<file path="config.mk">
export PLATFORM = sky130hd
export DESIGN_NAME = vx_cache_flush_ctrl
export DESIGN_NICKNAME = d
export VERILOG_FILES = /design/src/rtl/vx_cache_flush_pkg.sv /design/src/rtl/vx_cache_flush_walker.sv /design/src/rtl/vx_cache_flush_ctrl.sv
export SDC_FILE = /design/constraint.sdc
export NUM_CORES = 1
export LEC_CHECK = 0
export CORE_AREA = 2 2 476 478
export DETAILED_ROUTE_END_ITERATION = 8
export DIE_AREA = 0 0 478 480
export PLACE_DENSITY = 0.3
export SETUP_SLACK_MARGIN = 0.02
export SYNTH_ARGS = -nofsm -noshare
export SYNTH_HDL_FRONTEND = slang
export SYNTH_SLANG_ARGS = --single-unit
</file>
<file path="constraint.sdc">
create_clock -name clk -period 1.58 [get_ports clk]
set_input_delay 0.474 -clock clk [delete_from_list [all_inputs] [get_ports clk]]
set_output_delay 0.474 -clock clk [all_outputs]
set_load 0.05 [all_outputs]
</file>
<file path="src/rtl/vx_cache_flush_pkg.sv">
`default_nettype none
// ============================================================================
//  Module   : vx_cache_flush_pkg
//  Brief    : Shared state encoding and geometry helpers for the writeback
//             flush sequencer (vx_cache_flush_ctrl, vx_cache_flush_walker).
//  Revision : 1.0 - initial release
// ============================================================================
package vx_cache_flush_pkg;

    // Flush sequencer states (3-bit encoding, kept as plain constants so
    // legacy code comparing raw state values keeps working).
    localparam logic [2:0] S_IDLE    = 3'd0;
    localparam logic [2:0] S_DRAIN   = 3'd1;
    localparam logic [2:0] S_READ    = 3'd2;
    localparam logic [2:0] S_CAPTURE = 3'd3;
    localparam logic [2:0] S_SEND    = 3'd4;
    localparam logic [2:0] S_CLEAN   = 3'd5;
    localparam logic [2:0] S_NEXT    = 3'd6;
    localparam logic [2:0] S_DONE    = 3'd7;

    typedef logic [2:0] flush_state_t;

    // Index width that never collapses to zero bits.
    function automatic int idx_width(input int n);
        return (n > 1) ? $clog2(n) : 1;
    endfunction

    // Bank field width; a single-bank cache carries no bank bits.
    function automatic int bank_width(input int n);
        return (n > 1) ? $clog2(n) : 0;
    endfunction

    // Sets per bank.
    function automatic int num_lines(input int cache_size, input int line_size,
                                     input int banks, input int ways);
        return cache_size / (line_size * banks * ways);
    endfunction

    // Width of the store line index.
    function automatic int line_w(input int cache_size, input int line_size,
                                  input int banks, input int ways);
        return idx_width(num_lines(cache_size, line_size, banks, ways));
    endfunction

    // Width of the memory line address {tag, line, bank}.
    function automatic int addr_w(input int tag_width, input int cache_size,
                                  input int line_size, input int banks, input int ways);
        return tag_width + line_w(cache_size, line_size, banks, ways) + bank_width(banks);
    endfunction

endpackage
`default_nettype wire

</file>
<file path="src/rtl/vx_cache_flush_walker.sv">
`default_nettype none
// ============================================================================
//  Module   : vx_cache_flush_walker
//  Brief    : (line, way) walk counter for the flush sequencer. Way is the
//             fast index; o_last flags the final (LINES-1, NUM_WAYS-1) slot.
//  Revision : 1.0 - initial release
// ============================================================================
module vx_cache_flush_walker
    import vx_cache_flush_pkg::*;
#(
    parameter int LINES    = 64,
    parameter int NUM_WAYS = 4
) (
    input  logic                           clk,
    input  logic                           reset,
    input  logic                           i_clear,
    input  logic                           i_advance,
    output logic [idx_width(LINES)-1:0]    o_line,
    output logic [idx_width(NUM_WAYS)-1:0] o_way,
    output logic                           o_last
);

    localparam int LINE_W = idx_width(LINES);
    localparam int WAY_W  = idx_width(NUM_WAYS);

    logic [LINE_W-1:0] r_line;
    logic [WAY_W-1:0]  r_way;
    logic              w_way_last;
    logic              w_line_last;

    assign w_way_last  = (r_way  == WAY_W'(NUM_WAYS - 1));
    assign w_line_last = (r_line == LINE_W'(LINES - 1));

    // Step way first, carry into line; clear returns the walk to slot (0, 0).
    always_ff @(posedge clk) begin
        if (reset || i_clear) begin
            r_line <= '0;
            r_way  <= '0;
        end else if (i_advance) begin
            if (w_way_last) begin
                r_way  <= '0;
                r_line <= r_line + LINE_W'(1);
            end else begin
                r_way  <= r_way + WAY_W'(1);
            end
        end
    end

    assign o_line = r_line;
    assign o_way  = r_way;
    assign o_last = w_way_last && w_line_last;

endmodule
`default_nettype wire

</file>
<file path="src/rtl/vx_cache_flush_ctrl.sv">
`default_nettype none
// ============================================================================
//  Module   : vx_cache_flush_ctrl
//  Brief    : Per-bank writeback flush sequencer. Stalls the bank pipeline,
//             walks every (line, way), writes back each valid dirty way with
//             its dirty byte mask, cleans it, then pulses o_flush_done.
//             Optional macro CS_FLUSH_PERF_EN adds the perf counter ports
//             o_perf_flush_lines and o_perf_flush_cycles.
//  Revision : 1.0 - initial release
// ============================================================================
module vx_cache_flush_ctrl
    import vx_cache_flush_pkg::*;
#(
    parameter int CACHE_SIZE = 16384,
    parameter int LINE_SIZE  = 64,
    parameter int NUM_BANKS  = 1,
    parameter int NUM_WAYS   = 4,
    parameter int BANK_ID    = 0,
    parameter int TAG_WIDTH  = 20
) (
    input  logic                        clk,
    input  logic                        reset,
    input  logic                        i_flush_valid,
    output logic                        o_flush_ready,
    output logic                        o_flush_done,
    output logic                        o_pipe_stall,
    input  logic                        i_pipe_idle,
    output logic [line_w(CACHE_SIZE, LINE_SIZE, NUM_BANKS, NUM_WAYS)-1:0] o_st_line_sel,
    output logic [NUM_WAYS-1:0]         o_st_way_sel,
    output logic                        o_st_read,
    output logic                        o_st_clean,
    input  logic [TAG_WIDTH-1:0]        i_st_tag,
    input  logic                        i_st_tag_valid,
    input  logic [LINE_SIZE*8-1:0]      i_st_data,
    input  logic [LINE_SIZE-1:0]        i_st_byteen,
    output logic                        o_mem_req_valid,
    input  logic                        i_mem_req_ready,
    output logic [addr_w(TAG_WIDTH, CACHE_SIZE, LINE_SIZE, NUM_BANKS, NUM_WAYS)-1:0] o_mem_req_addr,
    output logic [LINE_SIZE*8-1:0]      o_mem_req_data,
    output logic [LINE_SIZE-1:0]        o_mem_req_byteen
`ifdef CS_FLUSH_PERF_EN
    ,
    output logic [31:0]                 o_perf_flush_lines,
    output logic [31:0]                 o_perf_flush_cycles
`endif
);

    localparam int LINES  = num_lines(CACHE_SIZE, LINE_SIZE, NUM_BANKS, NUM_WAYS);
    localparam int LINE_W = idx_width(LINES);
    localparam int WAY_W  = idx_width(NUM_WAYS);
    localparam int BANK_W = bank_width(NUM_BANKS);
    localparam int ADDR_W = TAG_WIDTH + LINE_W + BANK_W;

    flush_state_t           r_state;
    flush_state_t           w_state_nxt;
    logic [LINE_W-1:0]      w_line;
    logic [WAY_W-1:0]       w_way;
    logic                   w_last;
    logic                   w_busy;
    logic                   w_accept;
    logic                   w_dirty;
    logic [ADDR_W-1:0]      w_cap_addr;
    logic [ADDR_W-1:0]      r_addr;
    logic [LINE_SIZE*8-1:0] r_data;
    logic [LINE_SIZE-1:0]   r_byteen;

    assign w_busy   = (r_state != S_IDLE) && (r_state != S_DONE);
    assign w_accept = (r_state == S_IDLE) && i_flush_valid;
    // Invalid ways can carry stale byte masks; only valid ways are written back.
    assign w_dirty  = i_st_tag_valid && (|i_st_byteen);

    vx_cache_flush_walker #(
        .LINES    (LINES),
        .NUM_WAYS (NUM_WAYS)
    ) u_walker (
        .clk       (clk),
        .reset     (reset),
        .i_clear   (r_state == S_DONE),
        .i_advance ((r_state == S_NEXT) && !w_last),
        .o_line    (w_line),
        .o_way     (w_way),
        .o_last    (w_last)
    );

    // The bank field only exists when there is more than one bank.
    generate
        if (BANK_W > 0) begin : g_bank_field
            assign w_cap_addr = {i_st_tag, w_line, BANK_W'(BANK_ID)};
        end else begin : g_no_bank_field
            assign w_cap_addr = {i_st_tag, w_line};
        end
    endgenerate

    // State register; reset aborts any walk in progress.
    always_ff @(posedge clk) begin
        if (reset) begin
            r_state <= S_IDLE;
        end else begin
            r_state <= w_state_nxt;
        end
    end

    // Next-state decode for the flush walk.
    always_comb begin
        w_state_nxt = r_state;
        case (r_state)
            S_IDLE:    if (w_accept) w_state_nxt = S_DRAIN;
            S_DRAIN:   if (i_pipe_idle) w_state_nxt = S_READ;
            S_READ:    w_state_nxt = S_CAPTURE;
            S_CAPTURE: w_state_nxt = w_dirty ? S_SEND : S_NEXT;
            S_SEND:    if (i_mem_req_ready) w_state_nxt = S_CLEAN;
            S_CLEAN:   w_state_nxt = S_NEXT;
            S_NEXT:    w_state_nxt = w_last ? S_DONE : S_READ;
            S_DONE:    w_state_nxt = S_IDLE;
            default:   w_state_nxt = S_IDLE;
        endcase
    end

    // Capture the store read-out so the request payload is independent of
    // whatever the store drives while the request waits for the arbiter.
    always_ff @(posedge clk) begin
        if (reset) begin
            r_addr   <= '0;
            r_data   <= '0;
            r_byteen <= '0;
        end else if (r_state == S_CAPTURE) begin
            r_addr   <= w_cap_addr;
            r_data   <= i_st_data;
            r_byteen <= i_st_byteen;
        end
    end

    assign o_flush_ready    = (r_state == S_IDLE);
    assign o_flush_done     = (r_state == S_DONE);
    assign o_pipe_stall     = w_busy;
    assign o_st_read        = (r_state == S_READ);
    assign o_st_clean       = (r_state == S_CLEAN);
    assign o_st_line_sel    = w_busy ? w_line : '0;
    assign o_st_way_sel     = w_busy ? (NUM_WAYS'(1) << w_way) : '0;
    assign o_mem_req_valid  = (r_state == S_SEND);
    assign o_mem_req_addr   = r_addr;
    assign o_mem_req_data   = r_data;
    assign o_mem_req_byteen = r_byteen;

`ifdef CS_FLUSH_PERF_EN
    logic [31:0] r_perf_lines;
    logic [31:0] r_perf_cycles;

    // Perf counters: restart on accept, count written ways and stalled cycles,
    // and hold their values once the walk finishes.
    always_ff @(posedge clk) begin
        if (reset || w_accept) begin
            r_perf_lines  <= '0;
            r_perf_cycles <= '0;
        end else begin
            if ((r_state == S_SEND) && i_mem_req_ready) begin
                r_perf_lines <= r_perf_lines + 32'd1;
            end
            if (w_busy) begin
                r_perf_cycles <= r_perf_cycles + 32'd1;
            end
        end
    end

    assign o_perf_flush_lines  = r_perf_lines;
    assign o_perf_flush_cycles = r_perf_cycles;
`endif

endmodule
`default_nettype wire

</file>
==> flow_summary.yaml, run 1 <==
critical_path:
  cp.arrival_ns: 1.90
  worstSetupPathType: "register to primary output"
  path_cells: "buf_6 -> nor3_4 -> nor2_4 -> buf_12 -> and2_4 -> buf_12"
  cp_common_cell: "buf_12"
  reg2regPathDepth: 8
  r2r_slack_ns: -0.20
  worst_path_max_delay_cell: "dfxtp_4"
  path_buf_inv: 3
  r2r_start: "r_state[1]"
  crit_fanout: 7
  worstPathRequired_ns: 1.11
  endpoint_kind: "primary output"
  worstSetupStartpointType: "register"
  crit_family: "simple AND/OR/NAND/NOR gates"
  r2r_end: "o_mem_req_data[286]"
  cpPeakStageDelay_ns: 0.35
die:
  die_h_um: 480
  core_area_um2: 224000
  start_util_pct: 9.509
  io-pin-count: 1220
  die_w_um: 478
  num_rows: 174
  dieArea_um2: 229400
synth:
  async_flop_share_pct: 0
  syn_inst: 2720
  syn_avg_cell_area_um2: 7.832
  synth_seq_cells: 613
  synth_area_um2: 21300
  synthesis.nets: 3327
  synth_cell_type_count: 34
  synthFlopType: "dfxtp_1"
  ys.warnings.count: 0
  synth_edf_count: 0
  seq_area_frac_synth_pct: 57.61
global_route:
  met1_usage_pct: 15.07
  use_met2_pct: 21.97
  grt_usage_pct: 13.43
  grt_max_degree: 60
  antenna_found_initial: 72
  grt_overflow_total: 0
  top_usage_layer: "met2"
  use_met3_pct: 6.535
  grt_pass1_vias: 24680
  grt_pass1_wl_um: 213300
placed_design:
  place_congestion: 0.8553
  io_buffers: 1219
  dpl.hpwl_um: 125300
  pre_cts_slack_ns: -1.211
outcome:
  status: "finished with violations"
  violations: "negative setup slack"
clock_tree:
  htreeDepth: 3
  cts_tree: "done"
  cts.path.max_buffers: 3
  clk-insertion-delay-late_ns: 0.71
  clk_pin_slew_worst_paths_ns: 0.06
  numCtsBuffers: 87
  root_buffer: "clkbuf_16"
  clock_sinks: 613
timing:
  final.setup_skew_ns: 0.01976
  rsz0062_at_grt: "yes"
  period_share_pct: 150.5
  worst_slack_ns: -0.7975
  maxSlewViolCount: 0
  fmax_mhz: 420.6
  worst_slew_pin_slew_ns: 0.4916
  setup_viol: 1075
  timing.hold.ws_ns: 0.2022
  timing.slew.headroom_pct: 67.22
  min_period_ns: 2.378
  final_hold_viol_count: 0
drt:
  wl_per_cell_um: 22.55
  finalWirelength_um: 161900
  first_pass_iters: 4
  vias: 24270
  via_per_inst: 3.381
  drc: 0
  first_iter_violations: 979
  postRouteAntennaNets: 0
pwr:
  ir_worst_vdd_v: 0.0007128
  leakage_uw: 0.01764
  p_per_area_nw_per_um2: 851.3
  p_total_uw: 42910
worst_hold_path:
  hp-class: "input port to register"
  min-delay-start: "i_st_byteen[56]"
  holdPathEnd: "o_mem_req_byteen[56]"
  worstHoldPathCells: 3
cells_and_area:
  layout_commonest_cell: "nand2_1"
  final_nets: 4709
  multi_input_area_um2: 8402
  layout_common_cells: "nand2_1, buf_12, a21oi_1"
  drive_above_1_share_pct: 40.50
  area_growth_pct: 136.6
  n_fill_cell: 24250
  seqCellArea_um2: 13240
run:
  maxCapViolCount: 0
flip-flops by register name (all words and copies together), names as in the netlist:
name	flops
o_mem_req_data	512
u_walker.o_line	6
u_walker.o_way	2
o_mem_req_addr	26
r_state	3
o_mem_req_byteen	64
worst max path at each step:
stage                         start                to  slack [ns]  depth (start not counted)
floorplan                r_state[1]  o_st_line_sel[0]       -0.38                          4
global placement    i_st_byteen[16]        r_state[1]       -1.16                          7
detailed placement  i_st_byteen[16]        r_state[1]       -1.21                          7
CTS                      r_state[1]  o_st_line_sel[3]       -0.93                          6
global route             r_state[0]  o_st_line_sel[0]       -0.91                          6
finish                   r_state[0]  o_st_line_sel[3]       -0.80                          6
worst register-to-register path: stages, from the launching register on:
cell and delay (ns):
dfxtp_4 0.38, nand2_1 0.11, or2_4 0.33, buf_12 0.16, buf_16 0.15, buf_12 0.23, clkbuf_16 0.18, nand2_1 0.08
a21oi_1 0.05
per-stage QoR:
stage / cells / cell area [um2] / TNS (ns) / util [%]
floorplan: 2720 / 21370 / -4.099 / -
global placement: 6917 / 44670 / -18.17 / 19.94
detailed placement: 6917 / 44670 / -21.62 / 19.94
CTS: 7126 / 49710 / -228.49 / 22.19
global route: 7166 / 50370 / -196.56 / 22.49
finish: 7178 / 50400 / -90.24 / 22.50
timing repair:
item,in CTS,in global routing
setup buffers,36,25
gates resized for setup,760,69
hold endpoints to repair,1,0
hold buffers,1,0
setup endpoints to repair,1089,1228
pin swaps,18,8
gates cloned,20,9
logic make-up after synthesis:
kind of cell    count (synthesis)  share of synthesized area, %
buf+inv                       208                         4.088
xor+xnor                        3                        0.1234
simple gates                 1271                         23.17
fa+ha+maj                       5                        0.2937
flops                         613                         57.61
mux                             1                       0.04699
compound gates                619                         14.67
report_power, final:
group / leakage (uW) / internal [uW] / total, uW / switching [uW]
clock: 0.00143 / 12200 / 20400 / 8260
combinational: 0.0109 / 3360 / 6370 / 3010
sequential: 0.00528 / 15700 / 16100 / 364
total: 0.0176 / 31300 / 42900 / 11600
cells in the mapped netlist, drive strengths merged, types with 3 or more instances:
master	instances	area [um2]
nand4	6	37.54
or4	3	22.52
o31ai	3	22.52
nor3	6	30.03
nand2	1207	4531
nor2	10	45.04
ha	5	62.56
inv	4	15.01
clkbuf	114	427.9
and2	9	56.30
nand3	3	15.01
dfxtp	613	12270
buf	90	427.9
nor4	16	125.1
and3	5	31.28
a21oi	608	3043
o21ai	3	15.01
metal layers:
| layer | wire, um | share of wire [%] |
|---|---|---|
| met4 | 4827 | 3.0 |
| met2 | 75590 | 47 |
| met1 | 63970 | 40 |
| met3 | 17190 | 11 |
| met5 | 309 | 0.19 |
layout make-up:
class | count | share of cell area [%]
clock inverter | 26 | 0.8092
inverter | 4 | 0.03972
tap | 2992 | 7.427
timing repair buffer | 1497 | 43.72
multi-input combinational | 1899 | 16.67
sequential | 613 | 26.26
antenna | 21 | 0.1043
clock buffer | 126 | 4.970
Note: power is estimated with default switching activity, not from simulation.
==> run 2: changes to the inputs <==
--- a/config.mk
+++ b/config.mk
@@ -10,6 +10,7 @@
 export DIE_AREA = 0 0 478 480
 export PLACE_DENSITY = 0.3
 export SETUP_SLACK_MARGIN = 0.02
+export SKIP_CTS_REPAIR_TIMING = 1
 export SYNTH_ARGS = -nofsm -noshare
 export SYNTH_HDL_FRONTEND = slang
 export SYNTH_SLANG_ARGS = --single-unit
==> flow_summary.yaml, run 2 (synthesized netlist as in run 1, its figures left out) <==
outcome:
  status: "finished with violations"
  violations: "negative setup slack"
global_route:
  grt_overflow_total: 0
  grt_usage_pct: 12.90
  grt_max_degree: 60
  grt_pass1_vias: 24240
  antenna_found_initial: 76
  grt_pass1_wl_um: 206000
timing:
  maxSlewViolCount: 0
  min_period_ns: 2.388
  period_share_pct: 151.2
  worst_slew_pin_slew_ns: 0.4939
  final_hold_viol_count: 0
  final.setup_skew_ns: 0.01848
  setup_viol: 1219
  timing.slew.headroom_pct: 67.07
  fmax_mhz: 418.7
  worst_slack_ns: -0.8084
  rsz0062_at_grt: "yes"
die:
  die_h_um: 480
  io-pin-count: 1220
  dieArea_um2: 229400
  num_rows: 174
  core_area_um2: 224000
  die_w_um: 478
  start_util_pct: 9.509
cells_and_area:
  area_growth_pct: 141.7
  drive_above_1_share_pct: 40.98
  final_nets: 4780
  design_area_um2: 51490
  layout_commonest_cell: "nand2_1"
  n_fill_cell: 24210
  largest_reg_flops: 512
  layout_common_cells: "nand2_1, buf_12, a21oi_1"
  seqCellArea_um2: 13200
  multi_input_area_um2: 8573
drt:
  first_pass_iters: 5
  first_iter_violations: 875
  vias: 24630
  wl_per_cell_um: 22.91
  drc: 0
  via_per_inst: 3.398
  finalWirelength_um: 166000
  postRouteAntennaNets: 0
pwr:
  p_per_area_nw_per_um2: 836.8
  p_total_uw: 43090
  leakage_uw: 0.01853
  ir_worst_vdd_v: 0.0007142
placed_design:
  place_area_um2: 44670
  pre_cts_slack_ns: -1.211
  place_congestion: 0.8553
  io_buffers: 1219
  dpl.hpwl_um: 125300
clock_tree:
  cts_tree: "done"
  clock_sinks: 613
  cts.path.max_buffers: 3
  htreeDepth: 3
  root_buffer: "clkbuf_16"
  clk-insertion-delay-late_ns: 0.71
  numCtsBuffers: 87
  clk_pin_slew_worst_paths_ns: 0.05
critical_path:
  worstSetupStartpointType: "register"
  worstPathRequired_ns: 1.11
  crit_fanout: 7
  endpoint_kind: "primary output"
  cp.arrival_ns: 1.91
  worstSetupPathType: "register to primary output"
run:
  maxCapViolCount: 0
worst_hold_path:
  hp-class: "input port to register"
-- run 2: cell count changes in the layout (fill, tap and decap cells not counted), moves of 23 or more --
| cell | change |
|---|---|
| buf_4 | +37 |
| clkdlybuf4s50_1 | -23 |
| clkbuf_16 | +33 |
| dlymetal6s2s_1 | +49 |
| dfxtp_1 | +64 |
| dlygate4sd2_1 | -26 |
| dfxtp_2 | -80 |
-- run 2: per-layer routing --
| metal | up-vias | wire, um | share of wire, % | global-route usage [%] |
|---|---|---|---|---|
| li1 | 11770 | - | - | - |
| met1 | 11550 | 65220 | 39 | 14.27 |
| met2 | 1014 | 78120 | 47 | 21.08 |
| met3 | 244 | 17800 | 11 | 6.580 |
| met4 | 56 | 4596 | 2.8 | 4.700 |
| met5 | - | 319 | 0.19 | 0 |
-- run 2: report_power, final --
part           total [uW]  leakage [uW]  internal [uW]  switching [uW]
registers           16100       0.00525          15700             366
clock network       20500       0.00143          12200            8300
logic                6530        0.0118           3440            3090
total               43100        0.0185          31300           11800
-- run 2: final cells by class --
cell class | count | area share, %
Multi-Input combinational cell | 1899 | 16.65
Inverter | 4 | 0.03645
Clock inverter | 26 | 0.7922
Antenna cell | 21 | 0.1021
Sequential cell | 613 | 25.63
Clock buffer | 126 | 4.865
Timing Repair Buffer | 1568 | 44.66
Tap cell | 2992 | 7.270
-- run 2: final timing paths --
path	from	end	slack, ns	cells past startpoint
setup reg to reg	r_state[2]	o_mem_req_data[4]	-0.23	10
hold / removal	i_st_byteen[23]	o_mem_req_byteen[23]	0.07	3
setup / recovery	r_state[1]	o_st_line_sel[3]	-0.81	6
hold reg to reg	o_mem_req_data[363]	o_mem_req_data[363]	0.47	2
-- run 2: worst max-delay path, cell delays in order, from the launching register on --
cell,delay [ns]
dfxtp_4,0.36
buf_6,0.12
nor3_4,0.22
nor2_4,0.09
buf_12,0.14
and2_4,0.14
buf_12,0.14
-- run 2: through the flow --
stage	utilization, %	cells	setup TNS, ns	hold slack (ns)
after floorplan	-	2720	-4.099	0.4740
after global placement	19.94	6917	-18.17	0.4779
after detailed placement	19.94	6917	-21.62	0.4821
after CTS	21.24	7069	-192.87	-0.03166
after global routing	22.97	7238	-233.34	0.007769
final	22.98	7249	-136.69	0.07250
